### src/rtl/divider.sv
// Iterative radix-2 restoring divider for DIV/DIVU/REM/REMU with the start/done
// handshake shared with the Booth multiplier; divide-by-zero and overflow never trap.
package core_config_pkg;
    localparam int XLEN = 32;
endpackage

module divider
    import core_config_pkg::*;
(
    input  logic            clk,
    input  logic            rst_n,
    input  logic            start,
    input  logic [XLEN-1:0] dividend,
    input  logic [XLEN-1:0] divisor,
    input  logic            signed_op,
    output logic [XLEN-1:0] quotient,
    output logic [XLEN-1:0] remainder,
    output logic            busy,
    output logic            done
);

    localparam int CNT_W = $clog2(XLEN);
    localparam logic [XLEN-1:0] INT_MIN = {1'b1, {(XLEN-1){1'b0}}};
    localparam logic [XLEN-1:0] ALL_ONES = {XLEN{1'b1}};

    typedef enum logic [2:0] {
        S_IDLE,
        S_INIT,
        S_COMPUTE,
        S_FIXUP,
        S_DONE
    } state_t;

    state_t state;

    // Handshake: start is honoured only in S_IDLE; done pulses for one cycle with
    // quotient/remainder valid, and busy covers every cycle the FSM is not idle.

    logic [XLEN-1:0] dvd;
    logic [XLEN-1:0] dvs;
    logic            sgn;
    logic [XLEN-1:0] abs_dvs;
    logic [XLEN-1:0] r;
    logic [XLEN-1:0] q;
    logic [CNT_W-1:0] cnt;
    logic            neg_q;
    logic            neg_r;
    logic [XLEN-1:0] res_q;
    logic [XLEN-1:0] res_r;

    logic            dvd_neg;
    logic            dvs_neg;
    logic [XLEN-1:0] abs_dvd_c;
    logic [XLEN-1:0] abs_dvs_c;
    logic [XLEN:0]   r_sh;
    logic [XLEN:0]   t;
    logic [XLEN-1:0] q_next;
    logic [XLEN-1:0] r_next;

    always_comb begin
        dvd_neg   = sgn & dvd[XLEN-1];
        dvs_neg   = sgn & dvs[XLEN-1];
        abs_dvd_c = dvd_neg ? -dvd : dvd;
        abs_dvs_c = dvs_neg ? -dvs : dvs;
        // The partial remainder is always below the divisor, so XLEN bits hold it
        // between iterations; only the shifted trial value needs the extra bit.
        r_sh      = {r, q[XLEN-1]};
        t         = r_sh - {1'b0, abs_dvs};
        q_next    = {q[XLEN-2:0], ~t[XLEN]};
        r_next    = t[XLEN] ? r_sh[XLEN-1:0] : t[XLEN-1:0];
    end

    assign busy = (state != S_IDLE);

    always_ff @(posedge clk) begin
        if (!rst_n) begin
            state     <= S_IDLE;
            dvd       <= '0;
            dvs       <= '0;
            sgn       <= 1'b0;
            abs_dvs   <= '0;
            r         <= '0;
            q         <= '0;
            cnt       <= '0;
            neg_q     <= 1'b0;
            neg_r     <= 1'b0;
            res_q     <= '0;
            res_r     <= '0;
            quotient  <= '0;
            remainder <= '0;
            done      <= 1'b0;
        end else begin
            done <= 1'b0;
            case (state)
                S_IDLE: begin
                    if (start) begin
                        dvd   <= dividend;
                        dvs   <= divisor;
                        sgn   <= signed_op;
                        state <= S_INIT;
                    end
                end
                S_INIT: begin
                    neg_q   <= dvd_neg ^ dvs_neg;
                    neg_r   <= dvd_neg;
                    abs_dvs <= abs_dvs_c;
                    r       <= '0;
                    q       <= abs_dvd_c;
                    cnt     <= '0;
                    if (dvs == '0) begin
                        res_q <= ALL_ONES;
                        res_r <= dvd;
                        state <= S_DONE;
                    end else if (sgn && (dvd == INT_MIN) && (dvs == ALL_ONES)) begin
                        res_q <= dvd;
                        res_r <= '0;
                        state <= S_DONE;
                    end else begin
                        state <= S_COMPUTE;
                    end
                end
                S_COMPUTE: begin
                    r   <= r_next;
                    q   <= q_next;
                    cnt <= cnt + CNT_W'(1);
                    if (cnt == CNT_W'(XLEN-1)) begin
                        state <= S_FIXUP;
                    end
                end
                S_FIXUP: begin
                    res_q <= neg_q ? -q : q;
                    res_r <= neg_r ? -r : r;
                    state <= S_DONE;
                end
                S_DONE: begin
                    quotient  <= res_q;
                    remainder <= res_r;
                    done      <= 1'b1;
                    state     <= S_IDLE;
                end
                default: begin
                    state <= S_IDLE;
                end
            endcase
        end
    end

endmodule

### config.mk
export PLATFORM = sky130hd
export DESIGN_NAME = divider
export DESIGN_NICKNAME = d
export VERILOG_FILES = /design/src/rtl/divider.sv
export SDC_FILE = /design/constraint.sdc
export NUM_CORES = 1
export LEC_CHECK = 0
export BUFFER_PORTS_ARGS = -buffer_cell sky130_fd_sc_hd__buf_2
export CORE_ASPECT_RATIO = 1.2
export CORE_UTILIZATION = 60
export DETAILED_ROUTE_END_ITERATION = 6
export PLACE_DENSITY = 0.8
export SLEW_MARGIN = 20
export SYNTH_ARGS = -nofsm -noshare
export SYNTH_HDL_FRONTEND = slang
export SYNTH_SLANG_ARGS = --single-unit
### constraint.sdc
create_clock -name clk -period 3.75 [get_ports clk]
set_input_delay 0.375 -clock clk [delete_from_list [all_inputs] [get_ports clk]]
set_output_delay 0.375 -clock clk [all_outputs]
set_load 0.005 [all_outputs]
# After elaboration in Yosys (flattened, before gate mapping)

Index checks and enable logic that the tools add are counted.

Register bits after elaboration: 300
Input port bits: 68
Output and inout port bits: 66
Logic and storage cells: 65

Bitwise operators: 4
Equality and inequality tests: 10
Add/subtract/negate cells: 6
Reduce and logical (&&, ||, !) cells: 10
Multiplexer cells: 20

Operator list:

| kind                                                | number |
|---|---|
| 2-to-1 mux 32 bit                                   | 9 |
| case mux 32 bit (2 select lines)                    | 4 |
| negator 32 bit                                      | 4 |
| equality test 32 bit, second input constant         | 2 |
| subtractor 33 x 32 -> 33 bit                        | 1 |
| zero test 32 bit                                    | 1 |
| 2-to-1 mux 3 bit                                    | 4 |
| case mux 3 bit (4 select lines)                     | 1 |
| case mux 5 bit (2 select lines)                     | 1 |
| equality test 3 x 2 -> 1 bit, second input constant | 2 |
| AND reduction 2 bit                                 | 3 |
| adder 5 x 1 -> 5 bit, second input constant         | 1 |
| equality test 5 bit, second input constant          | 1 |
| != test 2 bit, second input constant                | 2 |
| nonzero test 2 bit                                  | 2 |
| equality test 3 x 1 -> 1 bit, second input constant | 1 |
| equality test 3 bit, second input constant          | 1 |
| zero test 3 bit                                     | 1 |
| != test 3 bit, second input constant                | 1 |
| nonzero test 3 bit                                  | 1 |
| AND 1 bit                                           | 2 |
| logical AND 1 bit                                   | 2 |
| 2-to-1 mux 1 bit                                    | 1 |
| inverter 1 bit                                      | 1 |
| bitwise XOR 1 bit                                   | 1 |

# Logic depth before layout (Yosys ltp)

Gate-level depths: netlist of the first run.

Depth after elaboration: 6
Gate-level depth with buffers: 14
Mapped depth without buffers: 11

# Worst setup path before layout of the first run

No wires, ideal clock.

Kind: reg2reg
From: register q[31]
To: register r[18]
Data required time: 3.671 ns
Cell stages (with the launch flop): 15
Library setup time: 0.079 ns
Arrival time: 2.883 ns
Clock period less this slack: 2.962 ns
Buffers on the path: 3
Setup slack: 0.788 ns
Path through: dfxtp_1 inv_1 ha_1 fa_1 nand2b_1 a21o_1 a21oi_1 o2111ai_1 a21oi_1 or3_1 clkbuf_1 clkbuf_1 buf_1 o2111ai_1 o211ai_1

Longest elaborated chain between the ends: 3

RTL lines:

| what                             | RTL line | text |
|---|---|---|
| start: declaration               | 44       | `logic [XLEN-1:0] q;` |
| start signal: assignment         | 108      | `q <= abs_dvd_c;` |
| start signal: assignment         | 124      | `q <= q_next;` |
| subtractor 33 x 32 -> 33 bit     | 68       | `t = r_sh - {1'b0, abs_dvs};` |
| 2-to-1 mux 32 bit                | 70       | `r_next = t[XLEN] ? r_sh[XLEN-1:0] : t[XLEN-1:0];` |
| case mux 32 bit (2 select lines) | 94       | `case (state)` |
| end signal: assignment           | 123      | `r <= r_next;` |
| end: declaration                 | 43       | `logic [XLEN-1:0] r;` |

Every way passes these cells.
A chain may end at the register's enable or synchronous reset.

# Worst setup path in the final report of the first run

From: register dvd[25]
To: register res_q[5]

Longest elaborated chain between the ends: 5

RTL lines:

| what                                 | RTL line | text |
|---|---|---|
| start: declaration                   | 39       | `logic [XLEN-1:0] dvd;` |
| start signal: assignment             | 97       | `dvd <= dividend;` |
| equality test 32 bit                 | 114      | `end else if (sgn && (dvd == INT_MIN) && (dvs == ALL_ONES)) begin` |
| logical AND 1 bit (2 in a row)       | 114      |  |
| != test 3 bit (no source line)       | n/a      |  |
| AND reduction 2 bit (no source line) | n/a      |  |
| end signal: assignment               | 115      | `res_q <= dvd;` |
| end signal: assignment               | 131      | `res_q <= neg_q ? -q : q;` |
| end: declaration                     | 48       | `logic [XLEN-1:0] res_q;` |

Every way passes these cells.

==> metrics.txt, run 1 <==
status finished clean; post_cts resized 0; Final #Nets 2217; critical path buffer and inverter count 1; n_diodes 0; chip width 153 um; Clock transition at path regs 0.07 ns; Synth Instances 2063; total wire length 48900 um; root buffer cell clkbuf_16; hold crit path type input port to register; FFs w/ async S/R, synth 0; worst-path maximum fanout 87; site row count 66; CTS H-tree depth 1; drt first pass iters 5; Max IR drop VDD 0.000332 V; Hold Buf Count CTS 0; CTS tree done; dpl hpwl 34500 um; hold-critical path depth 3; Max-Cap Viols 0; Final Skew 0.0129 ns; vias in the first global route 14818; vias per inst 6.30; Starting Density 0.608; critical path launch point type register; transition time at the pin with the least slew margin 0.945 ns; hold endpoint dvd[15]; Filler Cell Count 2290; Worst-Skew Late Latency 0.58 ns; largest net degree at the start of global routing 197; DIE HEIGHT 184 um; Final Util 0.679; Final Cell Area 18400 um^2; io pins 134; drt wl/cell 19.8 um; RSZ-0062 raised after global routing false; final hold slack 0.0423 ns; ANT nets after route 0; critical-path cell list or4_1 > nor4_1 > nand4_1 > nor2_1 > nor2_1 > a21oi_4 > buf_12 > o221ai_1 > a21boi_1; grt ovf 0; First DRT Iteration DRCs 1297; max-slew violations 0; Syn Area/Cell 7.99 um^2; critical path's top delay family simple AND/OR/NAND/NOR gates; synthesized area 16500 um^2; Crit. End Element register; reg2reg end res_q[5]; R2R depth 9; number of post-CTS setup repair buffers 0; Yosys reg bits 300; gp weighted congestion 0.983; Setup-failing EPs final 0; placed inst area 17300 um^2; Clock Sinks 300; fraction of layout cells with a size suffix above 1 0.116; pwr/cell area 478 nW/um^2; commonest non-fill, non-tap cells in the layout nand2_1 (426), dfxtp_1 (300), a21boi_0 (146); I/O Buffers 133; Final Critical Period 3.53 ns; core area 27100 um^2; synth warn 0; Critical Path Max Stage Delay 0.65 ns; vias 15575; Worst Path Arrival 4.03 ns; slowest stage cell, crit path or4_1; number of synthesized flops with an enable pin 0; Area growth syn-to-layout 11.6%; first-pass GRT wire length 77900 um; GRT Overall Usage 0.345; prevailing post-synth register cell dfxtp_1; Crit path top cell by count nor2_1; clock buffer depth 3; fin crit share 0.942; post-synthesis sequential area ratio 0.365; Hold Vio Cnt, Final 0; Worst Hold Launch dividend[15]; worst relative slew slack 0.369; RR Startpoint dvd[25]; worst setup path class register to register; Die ar. 28100 um^2; Crit path required time 4.25 ns; post-synthesis cell type count 69; number of antenna violations at the first check in global routing 0; net count of the mapped netlist 2171; drc violations 0; most common cell after layout, fill and taps aside nand2_1; R2R Setup Slk 0.22 ns; TritonCTS Buffers 31; Leak Pwr 0.00759 uW; setup TNS 0 ns; FMAX 283 MHz
stage by stage:
| stage | setup WS (ns) | power, uW | std cells |
|---|---|---|---|
| 6_report | 0.217 | 8790 | 2473 |
| 5_1_grt | 0.103 | 9160 | 2473 |
| 4_1_cts | 0.360 | 8750 | 2472 |
| 3_5_place_dp | 0.385 | 5630 | 2415 |
| 3_3_place_gp | 0.437 | 5590 | 2415 |
| 2_1_floorplan | 0.788 | 5060 | 2063 |
worst register-to-register path, cell delays in order, from the launching register on:
cell and delay (ns):
dfxtp_1 0.46, or4_1 0.65, nor4_1 0.58, nand4_1 0.30, nor2_1 0.36, nor2_1 0.16, a21oi_4 0.20, buf_12 0.32
o221ai_1 0.24, a21boi_1 0.19
per-layer routing:
metal  routed length [um]  share of wire  track usage
met2                23900           0.49        0.613
met4                 3110          0.064        0.216
met1                18700           0.38        0.394
met5                    0              0            0
met3                 3110          0.064       0.0443
Yosys cell counts (11+ instances only):
| cell type | count | share of area |
|---|---|---|
| nor2b_1 | 18 | 0.0068 |
| xor2_1 | 63 | 0.033 |
| and2_1 | 33 | 0.013 |
| a21oi_1 | 89 | 0.027 |
| o211ai_1 | 43 | 0.020 |
| o41ai_1 | 15 | 0.0080 |
| a22oi_1 | 44 | 0.020 |
| nand2_1 | 428 | 0.098 |
| nor4_1 | 14 | 0.0053 |
| and3_1 | 15 | 0.0057 |
| a21boi_0 | 146 | 0.067 |
| o211a_1 | 48 | 0.029 |
| inv_1 | 55 | 0.013 |
| a21o_1 | 24 | 0.011 |
| nand3_1 | 28 | 0.0085 |
| o31ai_1 | 27 | 0.012 |
| nand2b_1 | 13 | 0.0049 |
| or4_1 | 14 | 0.0064 |
| ha_1 | 39 | 0.030 |
| o21ai_0 | 94 | 0.029 |
| o221ai_1 | 11 | 0.0058 |
| or3_1 | 17 | 0.0065 |
| xnor2_1 | 74 | 0.039 |
| dfxtp_1 | 300 | 0.36 |
| clkbuf_1 | 126 | 0.029 |
| nor3_1 | 28 | 0.0085 |
| nand4_1 | 37 | 0.014 |
| nor2_1 | 67 | 0.015 |
| buf_1 | 18 | 0.0041 |
| a21boi_1 | 12 | 0.0055 |
kinds of logic after synthesis:
kind of cell             share of synthesized area
flip-flops                                   0.365
buffers and inverters                       0.0506
AO/OA/AOI/OAI                                0.273
XOR/XNOR                                    0.0728
multiplexers                               0.00243
AND/OR/NAND/NOR                              0.206
adder cells (fa/ha/maj)                     0.0308
worst max path at each step:
stage | start | endpoint | slack, ns | cells after the start
3_5_place_dp | dvd[25] | res_q[12] | 0.38 | 7
6_report | dvd[25] | res_q[5] | 0.22 | 9
5_1_grt | dvd[26] | res_q[5] | 0.10 | 9
3_3_place_gp | dvd[26] | res_r[28] | 0.44 | 8
2_1_floorplan | q[31] | r[18] | 0.79 | 14
4_1_cts | dvd[25] | res_q[12] | 0.36 | 7
cell type report:
class | instances | area [um^2] | share of cell area
well taps | 340 | 425 | 0.0231
clock buffers | 39 | 856 | 0.0465
repair buffers | 171 | 1000 | 0.0545
multi-input cells | 1550 | 9700 | 0.527
inverters | 55 | 206 | 0.0112
clock inverters | 18 | 196 | 0.0107
flip-flops and latches | 300 | 6010 | 0.327
where the power goes:
part / total (uW) / internal [uW] / switching [uW]
clock: 3160 / 1830 / 1330
combinational: 2090 / 778 / 1320
sequential: 3530 / 3320 / 214
total: 8790 / 5930 / 2860
Note: power is estimated with default switching activity, not from simulation.
==> run 2: changes to the inputs <==
--- a/config.mk
+++ b/config.mk
@@ -5,8 +5,10 @@
 export SDC_FILE = /design/constraint.sdc
 export NUM_CORES = 1
 export LEC_CHECK = 0
+export ABC_AREA = 1
 export BUFFER_PORTS_ARGS = -buffer_cell sky130_fd_sc_hd__buf_2
 export CORE_ASPECT_RATIO = 1.2
+export CORE_MARGIN = 2
 export CORE_UTILIZATION = 60
 export DETAILED_ROUTE_END_ITERATION = 6
 export PLACE_DENSITY = 0.8
==> metrics.txt, run 2 <==
critical path launch point type register; max-slew violations 0; ANT nets after route 0; Crit. End Element register; worst-path maximum fanout 27; hold crit path type input port to register; vias 18786; commonest non-fill, non-tap cells in the layout nand2_1 (616), nor2_1 (419), inv_1 (328); Final Skew 0.0128 ns; Synth top cells by count nand2_1 (616), nor2_1 (419), inv_1 (329); Area growth syn-to-layout 10.2%; most common cell after layout, fill and taps aside nand2_1; Synth Instances 2879; Hold Vio Cnt, Final 0; Final Cell Area 19700 um^2; Hold Buf Count CTS 0; total wire length 58100 um; post-synthesis cell type count 47; Final Non-Filler Cells 3337; Worst setup endpoint r[13]; final setup margin 0.748 ns; FMAX 333 MHz; TritonCTS Buffers 30; RSZ-0062 raised after global routing false; Worst Path Arrival 3.43 ns; Starting Density 0.607; root buffer cell clkbuf_16; number of antenna violations at the first check in global routing 0; gp weighted congestion 1.05; dpl hpwl 43500 um; Critical path origin q[31]; fraction of layout cells with a size suffix above 1 0.0848; synth warn 0; Final Power 11900 uW; transition time at the pin with the least slew margin 1.04 ns; chip width 162 um; Clock transition at path regs 0.07 ns; largest net degree at the start of global routing 108; Crit path required time 4.17 ns; drt first pass iters 7; fin crit share 0.801; setup TNS 0 ns; drc violations 2; FFs w/ async S/R, synth 0; First DRT Iteration DRCs 1859; drt wl/cell 17.4 um; DIE HEIGHT 193 um; R2R Setup Slk 0.75 ns; post-synthesis sequential area ratio 0.336; Setup-failing EPs final 0; Max-Cap Viols 0; Clock Sinks 300; synthesized area 17900 um^2; worst setup path class register to register; RR Startpoint q[31]; Leak Pwr 0.00929 uW; top-area cell type share of the netlist area 0.336; placed inst area 18600 um^2; clock buffer depth 3; n_diodes 0; Final Critical Period 3.00 ns; Final #Nets 3035; GRT Overall Usage 0.364; placed insts 3285; Yosys reg bits 300; CTS H-tree depth 1; reg2reg end r[13]; status finished with violations; failing checks DRC; io pins 134; DP Worst Slack 0.867 ns; most common cell in the netlist nand2_1; Syn Area/Cell 6.21 um^2; vias in the first global route 17065; post_cts resized 0; prevailing post-synth register cell dfxtp_1; Worst-Skew Late Latency 0.57 ns; pwr/cell area 606 nW/um^2; number of post-CTS setup repair buffers 0; vias per inst 5.63; worst relative slew slack 0.309; site row count 69; R2R depth 16; Max IR drop VDD 0.000467 V; grt ovf 0; I/O Buffers 133; Synth area leaders dfxtp_1 (34%), nand2_1 (13%), nor2_1 (8.8%); first-pass GRT wire length 90100 um; number of synthesized flops with an enable pin 0; CTS tree done; core area 29400 um^2; cell taking the most area after synthesis dfxtp_1; net count of the mapped netlist 2987; Die ar. 31200 um^2
## run 2: worst max-delay path, cell delays in order, from the launching register on
cell	delay, ns
dfxtp_1	0.30
inv_1	0.16
ha_1	0.29
fa_1	0.26
inv_1	0.07
nand2_1	0.05
nand2_1	0.06
nand3_1	0.07
nand2_1	0.11
nand2_1	0.08
nand2_1	0.08
nand2_1	0.12
nand3_2	0.44
nand2_4	0.46
nand2_1	0.11
nand3_1	0.10
a21oi_1	0.08
## run 2: cells by family after synthesis
kind of cell	synth area share
AO/OA/AOI/OAI	0.181
XOR/XNOR	0.0191
adder cells (fa/ha/maj)	0.0284
buffers and inverters	0.108
flip-flops	0.336
AND/OR/NAND/NOR	0.328
## run 2: final cells by class
| class | instances | area (um^2) |
|---|---|---|
| sequential | 300 | 6010 |
| clock buffer | 36 | 845 |
| timing repair buffer | 154 | 863 |
| clock inverter | 16 | 210 |
| fill | 2775 | 9750 |
| multi-input combinational | 2093 | 9970 |
| inverter | 348 | 1310 |
| tap | 390 | 488 |
## run 2: layer usage
layer  global-route usage  vias to the layer above  part of all wire
li1                     -                     9446                 -
met1                0.450                     8410              0.41
met2                0.630                      795              0.47
met3               0.0488                      135             0.073
met4                0.171                        0             0.051
met5                    0                        -                 0
## run 2: where the power goes
group	internal [uW]	total [uW]	switching, uW
Combinational	1470	4840	3370
Clock	1880	3230	1350
Sequential	3500	3860	356
Total	6860	11900	5070
## run 2: worst min path at each step
stage,depth (start not counted),endpoint,slack [ns],start
after floorplan,1,cnt[3],0.44,cnt[3]
after global placement,1,cnt[3],0.45,cnt[3]
after detailed placement,1,cnt[3],0.46,cnt[3]
after CTS,3,sgn,0.07,signed_op
after global routing,3,dvs[29],0.1,divisor[29]
final,3,dvs[5],0.08,divisor[5]
## run 2: per-stage QoR
| stage | utilization | hold WS [ns] |
|---|---|---|
| floorplan | - | 0.437 |
| global placement | 0.633 | 0.448 |
| detailed placement | 0.633 | 0.459 |
| CTS | 0.669 | 0.0729 |
| global route | 0.669 | 0.0998 |
| finish | 0.669 | 0.0787 |
